File: config.mk
export PLATFORM = sky130hd
export DESIGN_NAME = game_flow_controller_flat
export DESIGN_NICKNAME = d
export VERILOG_FILES = /design/src/rtl/game_flow_controller_if.sv /design/src/rtl/game_flow_controller.sv /design/src/flat_wrapper.sv
export SDC_FILE = /design/constraint.sdc
export NUM_CORES = 1
export LEC_CHECK = 0
export CAP_MARGIN = 15
export CELL_PAD_IN_SITES_DETAIL_PLACEMENT = 0
export CELL_PAD_IN_SITES_GLOBAL_PLACEMENT = 1
export CORE_MARGIN = 10
export CORE_UTILIZATION = 28
export CTS_BUF_LIST = sky130_fd_sc_hd__clkbuf_16
export CTS_CLUSTER_DIAMETER = 100
export DETAILED_ROUTE_END_ITERATION = 8
export GPL_ROUTABILITY_DRIVEN = 0
export PLACE_DENSITY_LB_ADDON = 0.1
export SKIP_LAST_GASP = 1
export SLEW_MARGIN = 40
export SYNTH_ARGS = -nofsm -noshare
export SYNTH_HDL_FRONTEND = slang
export SYNTH_SLANG_ARGS = --single-unit
export TNS_END_PERCENT = 10
File: constraint.sdc
create_clock -name clock -period 2 [get_ports clock]
set_input_delay 0.6 -clock clock [delete_from_list [all_inputs] [get_ports clock]]
set_output_delay 0.6 -clock clock [all_outputs]
set_load 0.01 [all_outputs]
File: src/rtl/game_flow_controller_if.sv
// Signal bundle between the game flow controller and its surroundings:
// raw inputs, live processor outputs, and the frame-stable copies for the renderer.
interface game_flow_controller_if;
    logic        button_n;
    logic        vga_vs;
    logic [31:0] bird_y_in;
    logic [31:0] pipe1_x_in;
    logic [31:0] pipe1_y_in;
    logic [31:0] pipe2_x_in;
    logic [31:0] pipe2_y_in;
    logic        gameover_in;
    logic [31:0] score_in;
    logic        proc_hold;
    logic        flap_pulse;
    logic        frame_tick;
    logic [31:0] bird_y;
    logic [31:0] pipe1_x;
    logic [31:0] pipe1_y;
    logic [31:0] pipe2_x;
    logic [31:0] pipe2_y;
    logic        gameover_out;
    logic [31:0] score_out;
    logic [1:0]  game_state;

    modport slave (
        input  button_n, vga_vs, bird_y_in, pipe1_x_in, pipe1_y_in, pipe2_x_in,
               pipe2_y_in, gameover_in, score_in,
        output proc_hold, flap_pulse, frame_tick, bird_y, pipe1_x, pipe1_y,
               pipe2_x, pipe2_y, gameover_out, score_out, game_state
    );

    modport master (
        output button_n, vga_vs, bird_y_in, pipe1_x_in, pipe1_y_in, pipe2_x_in,
               pipe2_y_in, gameover_in, score_in,
        input  proc_hold, flap_pulse, frame_tick, bird_y, pipe1_x, pipe1_y,
               pipe2_x, pipe2_y, gameover_out, score_out, game_state
    );
endinterface

File: src/rtl/game_flow_controller.sv
// Flappy Bird game sequencer: button debounce, IDLE/PLAY/OVER flow, processor hold
// and flap forwarding, and per-frame snapshots of the processor outputs for VGA.
module game_flow_controller #(
    parameter int unsigned DEBOUNCE_CYCLES = 500000,
    parameter int unsigned DB_W            = 20,
    parameter int unsigned HOLDOFF_FRAMES  = 60,
    parameter int unsigned HF_W            = 8
) (
    input logic clock,
    input logic resetn,
    game_flow_controller_if.slave gf
);

    typedef enum logic [1:0] {
        IDLE = 2'b00,
        PLAY = 2'b01,
        OVER = 2'b10
    } state_t;

    state_t          state;
    logic            btn_meta, btn_sync, db_level, press;
    logic [DB_W-1:0] db_cnt;
    logic            vs_meta, vs_sync, vs_last;
    logic [HF_W-1:0] holdoff;
    logic            frame_load;

    // Falling edge of synchronized vsync; drives both frame_tick and the snapshot load.
    assign frame_load    = vs_last & ~vs_sync;
    assign gf.game_state = state;

    // Button is inverted on entry so every internal level reads 1 = pressed.
    always_ff @(posedge clock or negedge resetn) begin
        if (!resetn) begin
            btn_meta <= 1'b0;
            btn_sync <= 1'b0;
            db_level <= 1'b0;
            db_cnt   <= '0;
            press    <= 1'b0;
            vs_meta  <= 1'b0;
            vs_sync  <= 1'b0;
            vs_last  <= 1'b0;
        end else begin
            btn_meta <= ~gf.button_n;
            btn_sync <= btn_meta;
            vs_meta  <= gf.vga_vs;
            vs_sync  <= vs_meta;
            vs_last  <= vs_sync;
            press    <= 1'b0;
            if (btn_sync != db_level) begin
                if (db_cnt == DB_W'(DEBOUNCE_CYCLES - 1)) begin
                    db_level <= btn_sync;
                    db_cnt   <= '0;
                    press    <= btn_sync;
                end else begin
                    db_cnt <= db_cnt + 1'b1;
                end
            end else begin
                db_cnt <= '0;
            end
        end
    end

    always_ff @(posedge clock or negedge resetn) begin
        if (!resetn) begin
            gf.frame_tick   <= 1'b0;
            gf.bird_y       <= '0;
            gf.pipe1_x      <= '0;
            gf.pipe1_y      <= '0;
            gf.pipe2_x      <= '0;
            gf.pipe2_y      <= '0;
            gf.gameover_out <= 1'b0;
            gf.score_out    <= '0;
        end else begin
            gf.frame_tick <= frame_load;
            if (frame_load) begin
                gf.bird_y       <= gf.bird_y_in;
                gf.pipe1_x      <= gf.pipe1_x_in;
                gf.pipe1_y      <= gf.pipe1_y_in;
                gf.pipe2_x      <= gf.pipe2_x_in;
                gf.pipe2_y      <= gf.pipe2_y_in;
                gf.gameover_out <= gf.gameover_in;
                gf.score_out    <= gf.score_in;
            end
        end
    end

    always_ff @(posedge clock or negedge resetn) begin
        if (!resetn) begin
            state         <= IDLE;
            gf.proc_hold  <= 1'b1;
            gf.flap_pulse <= 1'b0;
            holdoff       <= '0;
        end else begin
            gf.flap_pulse <= 1'b0;
            case (state)
                IDLE: begin
                    gf.proc_hold <= 1'b1;
                    if (press) begin
                        state        <= PLAY;
                        gf.proc_hold <= 1'b0;
                    end
                end
                PLAY: begin
                    // A game-over load in the same cycle as a press swallows the flap.
                    if (frame_load && gf.gameover_in) begin
                        state   <= OVER;
                        holdoff <= '0;
                    end else begin
                        gf.flap_pulse <= press;
                    end
                end
                OVER: begin
                    if (press && holdoff == HF_W'(HOLDOFF_FRAMES)) begin
                        state        <= IDLE;
                        gf.proc_hold <= 1'b1;
                    end
                    if (frame_load && holdoff != HF_W'(HOLDOFF_FRAMES))
                        holdoff <= holdoff + 1'b1;
                end
                default: begin
                    state        <= IDLE;
                    gf.proc_hold <= 1'b1;
                end
            endcase
        end
    end

endmodule

File: src/flat_wrapper.sv
// flat-port wrapper written by rule: the top's interface ports become plain ports
module game_flow_controller_flat 
#(
    parameter int unsigned DEBOUNCE_CYCLES = 500000,
    parameter int unsigned DB_W            = 20,
    parameter int unsigned HOLDOFF_FRAMES  = 60,
    parameter int unsigned HF_W            = 8
)
  (clock, resetn, gf_button_n, gf_vga_vs, gf_bird_y_in, gf_pipe1_x_in, gf_pipe1_y_in, gf_pipe2_x_in, gf_pipe2_y_in, gf_gameover_in, gf_score_in, gf_proc_hold, gf_flap_pulse, gf_frame_tick, gf_bird_y, gf_pipe1_x, gf_pipe1_y, gf_pipe2_x, gf_pipe2_y, gf_gameover_out, gf_score_out, gf_game_state);
  game_flow_controller_if gf_i ();
  input logic clock;
  input logic resetn;
  input wire logic [$bits(gf_i.button_n)-1:0] gf_button_n;
  input wire logic [$bits(gf_i.vga_vs)-1:0] gf_vga_vs;
  input wire logic [$bits(gf_i.bird_y_in)-1:0] gf_bird_y_in;
  input wire logic [$bits(gf_i.pipe1_x_in)-1:0] gf_pipe1_x_in;
  input wire logic [$bits(gf_i.pipe1_y_in)-1:0] gf_pipe1_y_in;
  input wire logic [$bits(gf_i.pipe2_x_in)-1:0] gf_pipe2_x_in;
  input wire logic [$bits(gf_i.pipe2_y_in)-1:0] gf_pipe2_y_in;
  input wire logic [$bits(gf_i.gameover_in)-1:0] gf_gameover_in;
  input wire logic [$bits(gf_i.score_in)-1:0] gf_score_in;
  output wire logic [$bits(gf_i.proc_hold)-1:0] gf_proc_hold;
  output wire logic [$bits(gf_i.flap_pulse)-1:0] gf_flap_pulse;
  output wire logic [$bits(gf_i.frame_tick)-1:0] gf_frame_tick;
  output wire logic [$bits(gf_i.bird_y)-1:0] gf_bird_y;
  output wire logic [$bits(gf_i.pipe1_x)-1:0] gf_pipe1_x;
  output wire logic [$bits(gf_i.pipe1_y)-1:0] gf_pipe1_y;
  output wire logic [$bits(gf_i.pipe2_x)-1:0] gf_pipe2_x;
  output wire logic [$bits(gf_i.pipe2_y)-1:0] gf_pipe2_y;
  output wire logic [$bits(gf_i.gameover_out)-1:0] gf_gameover_out;
  output wire logic [$bits(gf_i.score_out)-1:0] gf_score_out;
  output wire logic [$bits(gf_i.game_state)-1:0] gf_game_state;
  assign gf_i.button_n = gf_button_n;
  assign gf_i.vga_vs = gf_vga_vs;
  assign gf_i.bird_y_in = gf_bird_y_in;
  assign gf_i.pipe1_x_in = gf_pipe1_x_in;
  assign gf_i.pipe1_y_in = gf_pipe1_y_in;
  assign gf_i.pipe2_x_in = gf_pipe2_x_in;
  assign gf_i.pipe2_y_in = gf_pipe2_y_in;
  assign gf_i.gameover_in = gf_gameover_in;
  assign gf_i.score_in = gf_score_in;
  assign gf_proc_hold = gf_i.proc_hold;
  assign gf_flap_pulse = gf_i.flap_pulse;
  assign gf_frame_tick = gf_i.frame_tick;
  assign gf_bird_y = gf_i.bird_y;
  assign gf_pipe1_x = gf_i.pipe1_x;
  assign gf_pipe1_y = gf_i.pipe1_y;
  assign gf_pipe2_x = gf_i.pipe2_x;
  assign gf_pipe2_y = gf_i.pipe2_y;
  assign gf_gameover_out = gf_i.gameover_out;
  assign gf_score_out = gf_i.score_out;
  assign gf_game_state = gf_i.game_state;
  game_flow_controller #(.DEBOUNCE_CYCLES(DEBOUNCE_CYCLES), .DB_W(DB_W), .HOLDOFF_FRAMES(HOLDOFF_FRAMES), .HF_W(HF_W)) u_core (.clock(clock), .resetn(resetn), .gf(gf_i));
endmodule
* Word level (Yosys, flattened, before mapping)
Cells that the tools add are included.
** Word-level totals
- Output and inout bits :: 198
- Register bits after elaboration :: 233
** Cells by class
- Bitwise logic cells :: 4
- Reduce and logical (&&, ||, !) cells :: 9
- Add/subtract/negate cells :: 2
- Multiplexer cells :: 16
- Eq/ne operators :: 10
** Operator list (number)
- $mux 20 :: 2
- $add 20x1->20 const B :: 1
- $eq 20x19->1 const B :: 1
- $mux 8 :: 2
- $pmux 8 s2 :: 1
- $add 8x1->8 const B :: 1
- $eq 8x6->1 const B :: 1
- $ne 2x1->1 const B :: 4
- $ne 8x6->1 const B :: 1
- $mux 1 :: 6
- $mux 2 :: 3
- $pmux 2 s3 :: 1
- $reduce_and 3->1 :: 2
- $reduce_and 2->1 :: 2
- $logic_and 1x1->1 :: 3
- $not 1->1 :: 3
- $pmux 1 s3 :: 1
- $eq 2x1->1 const B :: 1
- $eq 2x2->1 const B :: 1
- $logic_not 2->1 :: 1
- $reduce_bool 2->1 :: 1
- $and 1x1->1 :: 1
- $ne 1x1->1 :: 1

* Depth between registers and ports, before layout
Gate-level depths: netlist of the first run.
- Depth in word-level cells :: 5
- Mapped depth :: 7
- Mapped depth without buffers :: 6

* Least setup slack after synthesis of the first run
OpenSTA, ideal clock, no wires.
- Path kind :: register -> register
- From :: reg u_core.db_cnt[0]
- To :: reg u_core.db_cnt[18]
- Clock period less this slack :: 2012 ps
- Setup time :: 73 ps
- Stages on the path, launching flop included :: 6
- Slack :: -12 ps
- Arrival time :: 1939 ps
- Data required time :: 1927 ps
- Cell sequence :: dfrtp_1 -> ha_1 -> nand4_2 -> or4_4 -> or4_4 -> a21oi_2
** Between the ends
- Longest elaborated chain between the ends :: 3
- Elaborated cells on any way between the ends :: 4
- Those cells by class :: add/sub: 1; eq/ne: 1; mux: 2
** RTL lines
- start: declaration :: RTL line game_flow_controller.sv:22 : logic [DB_W-1:0] db_cnt;
- start signal: assignment :: RTL line game_flow_controller.sv:55 : db_cnt <= db_cnt + 1'b1;
- $add 20x1->20 or $eq 20x19->1 (tied branches) :: RTL line game_flow_controller.sv:55, game_flow_controller.sv:50
- $mux 20 (*) :: RTL line game_flow_controller.sv:50 : if (db_cnt == DB_W'(DEBOUNCE_CYCLES - 1)) begin
- $mux 20 (*) :: RTL line game_flow_controller.sv:49 : if (btn_sync != db_level) begin
Mark *: on every way between the ends. The rest lies on a longest branch, timed or not.
A chain may end at the register's enable or synchronous reset.

* Final worst setup path of the first run
- From :: reg u_core.gf.bird_y[13]
- To :: out gf_bird_y[13]
** RTL lines
- start: declaration :: RTL line game_flow_controller_if.sv:28 : output proc_hold, flap_pulse, frame_tick, bird_y, pipe1_x, pipe1_y,
- start signal: assignment :: RTL line game_flow_controller.sv:76 : gf.bird_y <= gf.bird_y_in;
- end: declaration :: RTL line flat_wrapper.sv:25 : output wire logic [$bits(gf_i.bird_y)-1:0] gf_bird_y;
No word-level cell between the ends.

==> results of run 1 <==
[Yosys cell counts, types with 3 or more instances]
| library cell | number | area, um^2 |
|---|---|---|
| a21oi_1 | 8 | 40.04 |
| a31oi_1 | 3 | 18.77 |
| buf_1 | 7 | 26.28 |
| clkbuf_1 | 40 | 150.1 |
| dfrtp_1 | 232 | 5806 |
| ha_1 | 7 | 87.58 |
| inv_1 | 9 | 33.78 |
| nand2_1 | 593 | 2226 |
| nand2b_1 | 3 | 18.77 |
| nand3_1 | 8 | 40.04 |
| nand4_1 | 8 | 50.05 |
| nor2_1 | 20 | 75.07 |
| nor3_1 | 4 | 20.02 |
| nor4_1 | 4 | 25.02 |
| o21ai_0 | 6 | 30.03 |
| xnor2_1 | 10 | 87.58 |
| xor2_1 | 5 | 43.79 |
[sequential cells by signal, indices dropped and copies added (netlist names), 2 cells and up]
register / flops
u_core.gf.score_out: 32
u_core.gf.pipe1_x: 32
u_core.gf.game_state: 2
u_core.gf.pipe1_y: 32
u_core.gf.bird_y: 32
u_core.gf.pipe2_y: 32
u_core.db_cnt: 20
u_core.gf.pipe2_x: 32
u_core.holdoff: 8
[kinds of logic after synthesis]
family                   synth area share
buffers and inverters             0.02438
flip-flops                         0.6349
XOR/XNOR                          0.01430
AO/OA/AOI/OAI                     0.02657
AND/OR/NAND/NOR                    0.2867
adder cells (fa/ha/maj)          0.009535
multiplexers                     0.003542
[metrics by stage]
| stage | power, mW | worst slack (ns) |
|---|---|---|
| finish | 12.61 | -0.07366 |
| CTS | 12.90 | -0.1127 |
| detailed placement | 8.188 | -0.05880 |
| global placement | 8.179 | -0.07810 |
| floorplan | 6.338 | 0.002953 |
| global route | 13.34 | -0.1349 |
[cell usage in the layout (no fill, tap or decap), types with 3 or more instances in the layout]
cell             instances
nand2_1                593
clkdlybuf4s50_1        356
dfrtp_1                232
clkbuf_16               29
nor2_1                  20
dlygate4sd2_1           19
dlymetal6s2s_1          18
inv_1                   17
buf_4                   16
xnor2_1                 10
clkinv_1                10
buf_12                   9
nand3_1                  8
nand4_1                  8
a21oi_1                  8
o21ai_0                  6
ha_1                     6
xor2_1                   5
nor3_1                   4
nor4_1                   4
a31oi_1                  3
clkinv_2                 3
[area by class of cell]
| class | instances | area [um^2] |
|---|---|---|
| Fill cell | 3144 | 17790 |
| Sequential cell | 233 | 5832 |
| Inverter | 10 | 42.54 |
| Tap cell | 442 | 553.0 |
| Clock buffer | 29 | 725.7 |
| Multi-Input combinational cell | 721 | 3139 |
| Antenna cell | 1 | 2.502 |
| Timing Repair Buffer | 420 | 4280 |
| Clock inverter | 22 | 90.09 |
[what timing repair did]
action	4_1_cts	5_1_grt
endpoints found under the hold margin	23	0
setup endpoints to repair	198	181
resized for setup	19	18
hold buffers	1	0
buffers inserted	0	0
[how the worst min path moves through the flow]
stage                                           end  cells past startpoint  slack [ns]
after floorplan           u_core.btn_meta$_DFF_PN0_                      0        0.30
after global placement    u_core.btn_sync$_DFF_PN0_                      0        0.34
after detailed placement  u_core.btn_sync$_DFF_PN0_                      0        0.34
after CTS                 u_core.btn_sync$_DFF_PN0_                      0        0.36
after global routing      u_core.btn_sync$_DFF_PN0_                      0        0.36
final                     u_core.btn_sync$_DFF_PN0_                      0        0.35
[routing by layer]
| layer | part of all wire | vias to the layer above |
|---|---|---|
| met5 | 0 | - |
| met4 | 0.015 | 0 |
| li1 | - | 3957 |
| met3 | 0.096 | 34 |
| met2 | 0.48 | 235 |
| met1 | 0.41 | 3778 |
[power by group]
part / switching [mW] / internal, mW / leakage [nW]
Clock: 2.01 / 2.59 / 0.428
Sequential: 0.265 / 5.23 / 2.90
Combinational: 1.13 / 1.39 / 3.92
==> metrics.md, run 1 <==
| Metric | Value |
|---|---|
| Run status | finished, violations left |
| Failing checks | negative setup slack |
| Vias after detailed routing | 8004 |
| Die ar. | 40450 um^2 |
| Final hold vios | 0 |
| Worst setup path endpoint | gf_bird_y[13] |
| # port buffers | 394 |
| YS warnings | 0 |
| Critical Path Slowest Stage Cell | clkdlybuf4s50_1 |
| Fin crit share | 1.037 |
| Seq cells post-synth | 233 |
| Crit-path max cell delay | 0.59 ns |
| Fraction of registers with async set/reset | 1.000 |
| Critical path class | reg2out |
| Worst reg2reg setup slack | 0.06 ns |
| Met3 usage | 0.06506 |
| Busiest grt layer | met2 |
| Row count | 66 |
| Vias in the first global route | 8161 |
| Worst Path Arrival | 1.47 ns |
| Initial Utilization | 0.2830 |
| Reg2Reg Depth | 6 |
| Sequential share of the synthesized area | 0.6349 |
| Min-Delay Path Class | reg2reg |
| Kind of cell adding the most delay to the critical path | buffers and inverters |
| Worst-path fanout max | 2 |
| First-pass GRT wire length | 50380 um |
| Power per cell area | 859.6 nW/um^2 |
| CTS clk-pin slew, worst paths | 0.06 ns |
| 1st-pass router iterations | 4 |
| Critical path buffers and inverters | 1 |
| Fmax | 482.2 MHz |
| HPWL Detailed | 23150 um |
| Clock sinks | 233 |
| GR Util met2 | 0.2566 |
| HP Start | u_core.btn_meta$_DFF_PN0_ |
| Final worst slack | -0.07366 ns |
| DP Cell Count | 1825 |
| P&R area growth vs syn | 59.66% |
| Ratio of cells with drive above 1 in the final layout | 0.05157 |
| H-Tree Depth | 1 |
| Leakage power total | 7.250 nW |
| Endpoint type of the worst setup path | primary output |
| Post-synth EDFFs | 0 |
| Clock period minus worst slack | 2.074 ns |
| Setup TNS | -5.600 ns |
| Core Footprint | 32450 um^2 |
| Slew margin rel. | 0.6517 |
| Worst R2R End | u_core.holdoff[4]$_DFFE_PN0P_ |
| # IOs | 395 |
| Antenna violations before repair | 1 |
| Fin cells | 1878 |
| DRC viols | 0 |
| Clk_skew | 0.01142 ns |
| CTS tree | done |
| Post-synth net total | 1217 |
| CP Data Required Time | 1.40 ns |
| Iter 0 DRT Violations | 320 |
| Worst skew pair latency | 0.54 ns |
| Die Span X | 201.1 um |
| Largest net degree at the start of global routing | 106 |
| Max-cap violations | 0 |
| Clock buffer count from CTS | 28 |
| Grt total ovfl | 0 |
| Placed cell area | 13820 um^2 |
| RSZ-0062 raised after global routing | yes |
| Wirelength per Cell | 17.37 um |
| Slew of the pin with the lowest slew margin | 0.5224 ns |
| Final hold slack | 0.3532 ns |
| Drt total wl | 32620 um |
| Post-DRT Antenna Nets | 0 |
| Number of vias per cell | 4.262 |
| Fin util | 0.4519 |
| Critical Path, Cell by Cell | clkdlybuf4s50_1 |
| Clk root buf | clkbuf_16 |
| Design area | 14670 um^2 |
| Mapped Cells | 1013 |
| CP Launch Point | u_core.gf.bird_y[13]$_DFFE_PN0P_ |
| Avg Cell Area, Syn | 9.067 um^2 |
| Total track usage | 0.1554 |
| Post-synth top flop | dfrtp_1 |
| CTS Buffer Depth | 3 |
| Cell depth of the worst setup path | 1 |
| Cell area after synthesis | 9185 um^2 |
| Count of cell types in the netlist | 53 |
| Critical R2R Launch | u_core.holdoff[1]$_DFFE_PN0P_ |
| Startpoint Class | register |
| Setup violations, final | 161 |
| Max Slew Vio Count | 0 |
| Peak supply drop | 0.0005610 V |
| Met1 usage | 0.1841 |
| Final nets | 1618 |
| Die Ht | 201.1 um |
(Power assumes the default switching activity.)
==> run 2: changes to the inputs <==
--- a/config.mk
+++ b/config.mk
@@ -8,6 +8,7 @@
 export CAP_MARGIN = 15
 export CELL_PAD_IN_SITES_DETAIL_PLACEMENT = 0
 export CELL_PAD_IN_SITES_GLOBAL_PLACEMENT = 1
+export CORE_ASPECT_RATIO = 2
 export CORE_MARGIN = 10
 export CORE_UTILIZATION = 28
 export CTS_BUF_LIST = sky130_fd_sc_hd__clkbuf_16
==> run 2 against run 1 <==
The run still ends with negative setup slack left. Cell count is 1.0% lower. Critical path depth stayed put. Non-clock buffer count is 4 higher. Total power is 3.5% lower. Sequential cell count stayed put. Critical endpoint is now gf_pipe1_x[18]. Largest cell class unchanged.
==> metrics.md, run 2 (synthesis gave the netlist of run 1 again) <==
| Metric | Value |
|---|---|
| Largest net degree at the start of global routing | 135 (+27%) |
| Clk root buf | clkbuf_16 |
| P&R area growth vs syn | 58.30% |
| Total track usage | 0.1639 (+0.008523) |
| Endpoint type of the worst setup path | primary output |
| Met3 routed WL | 2819 um (-9.7%) |
| Antenna violations before repair | 2 (+1) |
| Die Ht | 276.1 um (+37%) |
| Kind of cell adding the most delay to the critical path | buffers and inverters |
| Worst setup path endpoint | gf_pipe1_x[18] |
| Critical Path, Cell by Cell | clkdlybuf4s50_1 |
| Vias in the first global route | 8319 (+1.9%) |
| Clk_skew | 0.01107 ns (-0.0003515 ns) |
| Critical R2R Launch | u_core.holdoff[0]$_DFFE_PN0P_ |
| Critical path buffers and inverters | 1 (unchanged) |
| Fin crit share | 1.034 (-0.002936) |
| Clock Power Share | 0.340 (-0.024) |
| Clock sinks | 233 (unchanged) |
| DP Cell Count | 1814 (-0.60%) |
| Max Slew Vio Count | 0 (unchanged) |
| Ratio of cells with drive above 1 in the final layout | 0.05381 (+0.002241) |
| CTS clk-pin slew, worst paths | 0.07 ns (about the same) |
| Failing checks | negative setup slack |
| Slew of the pin with the lowest slew margin | 0.6663 ns (+0.1439 ns) |
| Metal2 WL | 18320 um (+17%) |
| Drt total wl | 34620 um (+6.1%) |
| Met1 Wirelength | 12710 um (-4.5%) |
| Cell depth of the worst setup path | 1 (unchanged) |
| Clock period minus worst slack | 2.068 ns (-0.005872 ns) |
| Comb pwr share | 0.209 (+0.009) |
| Die ar. | 40890 um^2 (+1.1%) |
| Startpoint Class | register |
| Leakage power total | 7.202 nW (-0.66%) |
| Max-cap violations | 0 (unchanged) |
| Worst R2R End | u_core.holdoff[4]$_DFFE_PN0P_ |
| 1st-pass router iterations | 7 (+3) |
| # port buffers | 394 (unchanged) |
| Worst skew pair latency | 0.52 ns (-0.02 ns) |
| Fin cells | 1859 (-1.0%) |
| Sw Ratio | 0.2722 (+0.002081) |
| Clock buffer count from CTS | 24 (-14%) |
| Vias after detailed routing | 8152 (+1.8%) |
| Worst reg2reg setup slack | 0.05 ns (about the same) |
| HPWL Detailed | 25860 um (+12%) |
| Final worst slack | -0.06779 ns (+0.005872 ns) |
| CP Data Required Time | 1.40 ns (about the same) |
| First-pass GRT wire length | 52560 um (+4.3%) |
| Worst-path fanout max | 2 (unchanged) |
| Post-DRT Antenna Nets | 0 (unchanged) |
| Fmax | 483.6 MHz (+0.28%) |
| Crit-path max cell delay | 0.59 ns (about the same) |
| # IOs | 395 (unchanged) |
| Critical Path Slowest Stage Cell | clkdlybuf4s50_1 |
| Power per cell area | 836.9 nW/um^2 (-2.6%) |
| Most common cell after layout, fill and taps aside | nand2_1 |
| DRC viols | 0 (unchanged) |
| Run status | finished, violations left |
| Die Span X | 148.1 um (-26%) |
| Most frequent cells in the layout | 593 x nand2_1, 356 x clkdlybuf4s50_1, 232 x dfrtp_1 |
| Slew margin rel. | 0.5558 (-0.09591) |
| CTS Buffer Depth | 3 (unchanged) |
| Sequential share of power | 0.451 (+0.015) |
| Wirelength per Cell | 18.62 um (+7.2%) |
| Min-Delay Path Class | reg2reg |
| Psw | 3.312 mW (-2.7%) |
| RSZ-0062 raised after global routing | yes |
| Reg2Reg Depth | 6 (unchanged) |
| CP Launch Point | u_core.gf.pipe1_x[18]$_DFFE_PN0P_ |
| Peak supply drop | 0.0005848 V (+4.2%) |
| Worst Path Arrival | 1.47 ns (about the same) |
| Iter 0 DRT Violations | 421 (+32%) |
| Int Power | 8.857 mW (-3.7%) |
| Grt total ovfl | 0 (unchanged) |
| CTS tree | done |
| Pwr Total | 12.17 mW (-3.5%) |
| Initial Utilization | 0.2839 (+0.0009195) |
| Core Footprint | 32350 um^2 (-0.32%) |
| Top layer in use | met5 |
| Setup violations, final | 153 (-5.0%) |
| Final nets | 1618 (unchanged) |
| Row count | 93 (+41%) |
| H-Tree Depth | 1 (unchanged) |
| Critical path class | reg2out |
| Final hold slack | 0.3379 ns (-0.01536 ns) |
| Final hold vios | 0 (unchanged) |
| Number of vias per cell | 4.385 (+2.9%) |
| Post-Place Setup Slack | -0.1187 ns (-0.05993 ns) |
-- run 2: power groups by stage --
stage                     clock (mW)  sequential, mW  combinational, mW
after CTS                       4.35            5.49               2.63
after detailed placement           0            5.58               2.65
after global routing            4.52            5.55               2.78
final                           4.14            5.48               2.54
after floorplan                    0            5.82              0.521
after global placement             0            5.56               2.64
-- run 2: routing by layer --
| metal | track usage | vias to the layer above |
|---|---|---|
| met5 | 0 | - |
| met1 | 0.1762 | 3871 |
| met4 | 0.04659 | 2 |
| met2 | 0.2975 | 291 |
| met3 | 0.05150 | 36 |
| li1 | - | 3952 |
-- run 2: worst min path at each step --
stage                                          from  slack (ns)                         to  depth (start not counted)
after floorplan                              resetn        0.30  u_core.btn_meta$_DFF_PN0_                          0
after global placement    u_core.btn_meta$_DFF_PN0_        0.33  u_core.btn_sync$_DFF_PN0_                          0
after detailed placement  u_core.btn_meta$_DFF_PN0_        0.34  u_core.btn_sync$_DFF_PN0_                          0
after CTS                 u_core.btn_meta$_DFF_PN0_        0.34  u_core.btn_sync$_DFF_PN0_                          0
after global routing      u_core.btn_meta$_DFF_PN0_        0.34  u_core.btn_sync$_DFF_PN0_                          0
final                     u_core.btn_meta$_DFF_PN0_        0.34  u_core.btn_sync$_DFF_PN0_                          0
-- run 2: layout make-up --
| class | instances | area [um^2] |
|---|---|---|
| clock buffers | 25 | 625.6 |
| flip-flops and latches | 233 | 5832 |
| multi-input cells | 721 | 3139 |
| repair buffers | 424 | 4285 |
| fillers | 3323 | 17810 |
| diodes | 1 | 2.502 |
| well taps | 427 | 534.3 |
| inverters | 10 | 42.54 |
| clock inverters | 18 | 78.83 |
-- run 2: per-stage QoR --
step	TNS, ns	util	cell area (um^2)
detailed placement	-0.3280	0.4267	13800
finish	-3.561	0.4495	14540
global route	-12.91	0.4495	14540
global placement	-0.2933	0.4267	13800
CTS	-11.96	0.4480	14490
floorplan	0	-	9188
-- run 2: repair_timing --
action,in CTS,in global routing
endpoints found under the hold margin,29,0
resized for setup,19,18
endpoints found under the setup margin,198,181
hold buffers,1,0
setup buffers,0,0
==> run 3: changes to the inputs <==
--- a/config.mk
+++ b/config.mk
@@ -5,7 +5,7 @@
 export SDC_FILE = /design/constraint.sdc
 export NUM_CORES = 1
 export LEC_CHECK = 0
-export CAP_MARGIN = 15
+export CAP_MARGIN = 20
 export CELL_PAD_IN_SITES_DETAIL_PLACEMENT = 0
 export CELL_PAD_IN_SITES_GLOBAL_PLACEMENT = 1
 export CORE_ASPECT_RATIO = 2
@@ -16,6 +16,7 @@
 export DETAILED_ROUTE_END_ITERATION = 8
 export GPL_ROUTABILITY_DRIVEN = 0
 export PLACE_DENSITY_LB_ADDON = 0.1
+export SKIP_CTS_REPAIR_TIMING = 1
 export SKIP_LAST_GASP = 1
 export SLEW_MARGIN = 40
 export SYNTH_ARGS = -nofsm -noshare
==> run 3 against run 2 <==
The run still ends with negative setup slack left. Die area unchanged. Count of clock-buffer cells in the layout unchanged. Combinational power barely moved. Utilization is 0.089 points higher. First-iteration DRC count grew 2.1%. Sequential power hardly changed. Highest routed layer unchanged. Via count is 0.20% higher. Global-route usage about the same. Clock skew about the same.
==> metrics.md, run 3 (synthesis gave the netlist of run 1 again) <==
| Metric | Value |
|---|---|
| Drt total wl | 34610 um (about the same) |
| Largest net degree at the start of global routing | 135 (unchanged) |
| Most frequent cells in the layout | 593 x nand2_1, 373 x clkdlybuf4s50_1, 232 x dfrtp_1 |
| Fmax | 480.7 MHz (-0.60%) |
| Core Footprint | 32350 um^2 (unchanged) |
| CTS Buffer Depth | 3 (unchanged) |
| Leakage power total | 7.185 nW (-0.24%) |
| Power per cell area | 837.4 nW/um^2 (about the same) |
| Worst-path fanout max | 2 (unchanged) |
| Clk root buf | clkbuf_16 |
| Fin crit share | 1.040 (+0.006219) |
| Critical R2R Launch | u_core.holdoff[0]$_DFFE_PN0P_ |
| Row count | 93 (unchanged) |
| Critical path class | reg2out |
| P&R area growth vs syn | 58.62% |
| Ratio of cells with drive above 1 in the final layout | 0.05381 (unchanged) |
| Vias in the first global route | 8313 (-0.072%) |
| Worst Path Arrival | 1.48 ns (about the same) |
| Final hold vios | 0 (unchanged) |
| Die ar. | 40890 um^2 (unchanged) |
| Slew margin rel. | 0.5530 (-0.002847) |
| Antenna violations before repair | 2 (unchanged) |
| Setup TNS | -4.496 ns (-0.9351 ns) |
| Vias after detailed routing | 8168 (+0.20%) |
| Iter 0 DRT Violations | 430 (+2.1%) |
| # IOs | 395 (unchanged) |
| Startpoint Class | register |
| Cell depth of the worst setup path | 1 (unchanged) |
| 1st-pass router iterations | 6 (-1) |
| Initial Utilization | 0.2839 (unchanged) |
| Final nets | 1618 (unchanged) |
| Total track usage | 0.1637 (-0.0001705) |
| Critical path buffers and inverters | 1 (unchanged) |
| WHS Path Cells | 0 (unchanged) |
| Min-Delay Path Class | reg2reg |
| Critical Path, Cell by Cell | clkdlybuf4s50_1 |
| Failing checks | negative setup slack |
| Slew of the pin with the lowest slew margin | 0.6706 ns (+0.004270 ns) |
| Most common cell after layout, fill and taps aside | nand2_1 |
| CP Data Required Time | 1.40 ns (about the same) |
| DP Cell Count | 1814 (unchanged) |
| CTS clk-pin slew, worst paths | 0.06 ns (about the same) |
| # port buffers | 394 (unchanged) |
| Final worst slack | -0.08023 ns (-0.01244 ns) |
| Fin cells | 1859 (unchanged) |
| Grt total ovfl | 0 (unchanged) |
| Number of vias per cell | 4.394 (+0.20%) |
| Worst skew pair latency | 0.52 ns (about the same) |
| Reg2Reg Depth | 6 (unchanged) |
| H-Tree Depth | 1 (unchanged) |
| Max-cap violations | 0 (unchanged) |
| Die Span X | 148.1 um (unchanged) |
| Post-Place Setup Slack | -0.1187 ns (unchanged) |
| Critical Path Slowest Stage Cell | clkdlybuf4s50_1 |
| RSZ-0062 raised after global routing | yes |
| Setup violations, final | 170 (+11%) |
| CP Launch Point | u_core.gf.pipe1_x[24]$_DFFE_PN0P_ |
| Peak supply drop | 0.0005858 V (+0.17%) |
| Post-DRT Antenna Nets | 0 (unchanged) |
| DRC viols | 0 (unchanged) |
| Max Slew Vio Count | 0 (unchanged) |
| Clock buffer count from CTS | 24 (unchanged) |
| HPWL Detailed | 25860 um (unchanged) |
| FILL cells | 3312 (-0.33%) |
| Endpoint type of the worst setup path | primary output |
| Final hold slack | 0.3378 ns (-0.00009900 ns) |
| Clock period minus worst slack | 2.080 ns (+0.01244 ns) |
| HP Start | u_core.btn_meta$_DFF_PN0_ |
| Wirelength per Cell | 18.62 um (about the same) |
| Clk_skew | 0.01132 ns (+0.0002533 ns) |
| Kind of cell adding the most delay to the critical path | buffers and inverters |
| First-pass GRT wire length | 52500 um (-0.12%) |
| Clock sinks | 233 (unchanged) |
| Crit-path max cell delay | 0.61 ns (+0.02 ns) |
| CTS tree | done |
| Die Ht | 276.1 um (unchanged) |
| Fin util | 0.4504 (+0.0008890) |
| Run status | finished, violations left |
[run 3: power by group]
group	total [mW]	switching (mW)	internal, mW
clock	4.14	1.89	2.25
sequential	5.49	0.261	5.23
combinational	2.57	1.16	1.41
total	12.2	3.31	8.89
[run 3: final timing paths]
kind	endpoint	slack, ns
min in group asynchronous	u_core.gf.pipe1_y[13]$_DFFE_PN0P_	0.56
worst max register to register	u_core.holdoff[4]$_DFFE_PN0P_	0.05
worst min-delay path	u_core.btn_sync$_DFF_PN0_	0.34
worst min register to register	u_core.btn_sync$_DFF_PN0_	0.34
max in group asynchronous	u_core.gf.pipe1_y[22]$_DFFE_PN0P_	0.79
worst max-delay path	gf_pipe1_x[24]	-0.08
[run 3: area by class of cell]
class	count	area [um^2]	share of cell area
Tap cell	427	534.3	0.03667
Clock buffer	25	625.6	0.04294
Timing Repair Buffer	424	4314	0.2961
Sequential cell	233	5832	0.4003
Clock inverter	18	78.83	0.005411
Antenna cell	1	2.502	0.0001718
Multi-Input combinational cell	721	3139	0.2155
Inverter	10	42.54	0.002920
[run 3: layer usage]
metal | GRT usage | wire (um) | up-vias
li1 | - | - | 3955
met1 | 0.1760 | 12690 | 3886
met2 | 0.2973 | 18370 | 287
met3 | 0.05133 | 2784 | 38
met4 | 0.04659 | 755 | 2
met5 | 0 | 13 | -
[run 3: metrics by stage]
stage	area [um^2]	power, mW
2_1_floorplan	9188	6.338
3_3_place_gp	13800	8.199
3_5_place_dp	13800	8.227
4_1_cts	14510	12.50
5_1_grt	14570	12.88
6_report	14570	12.20
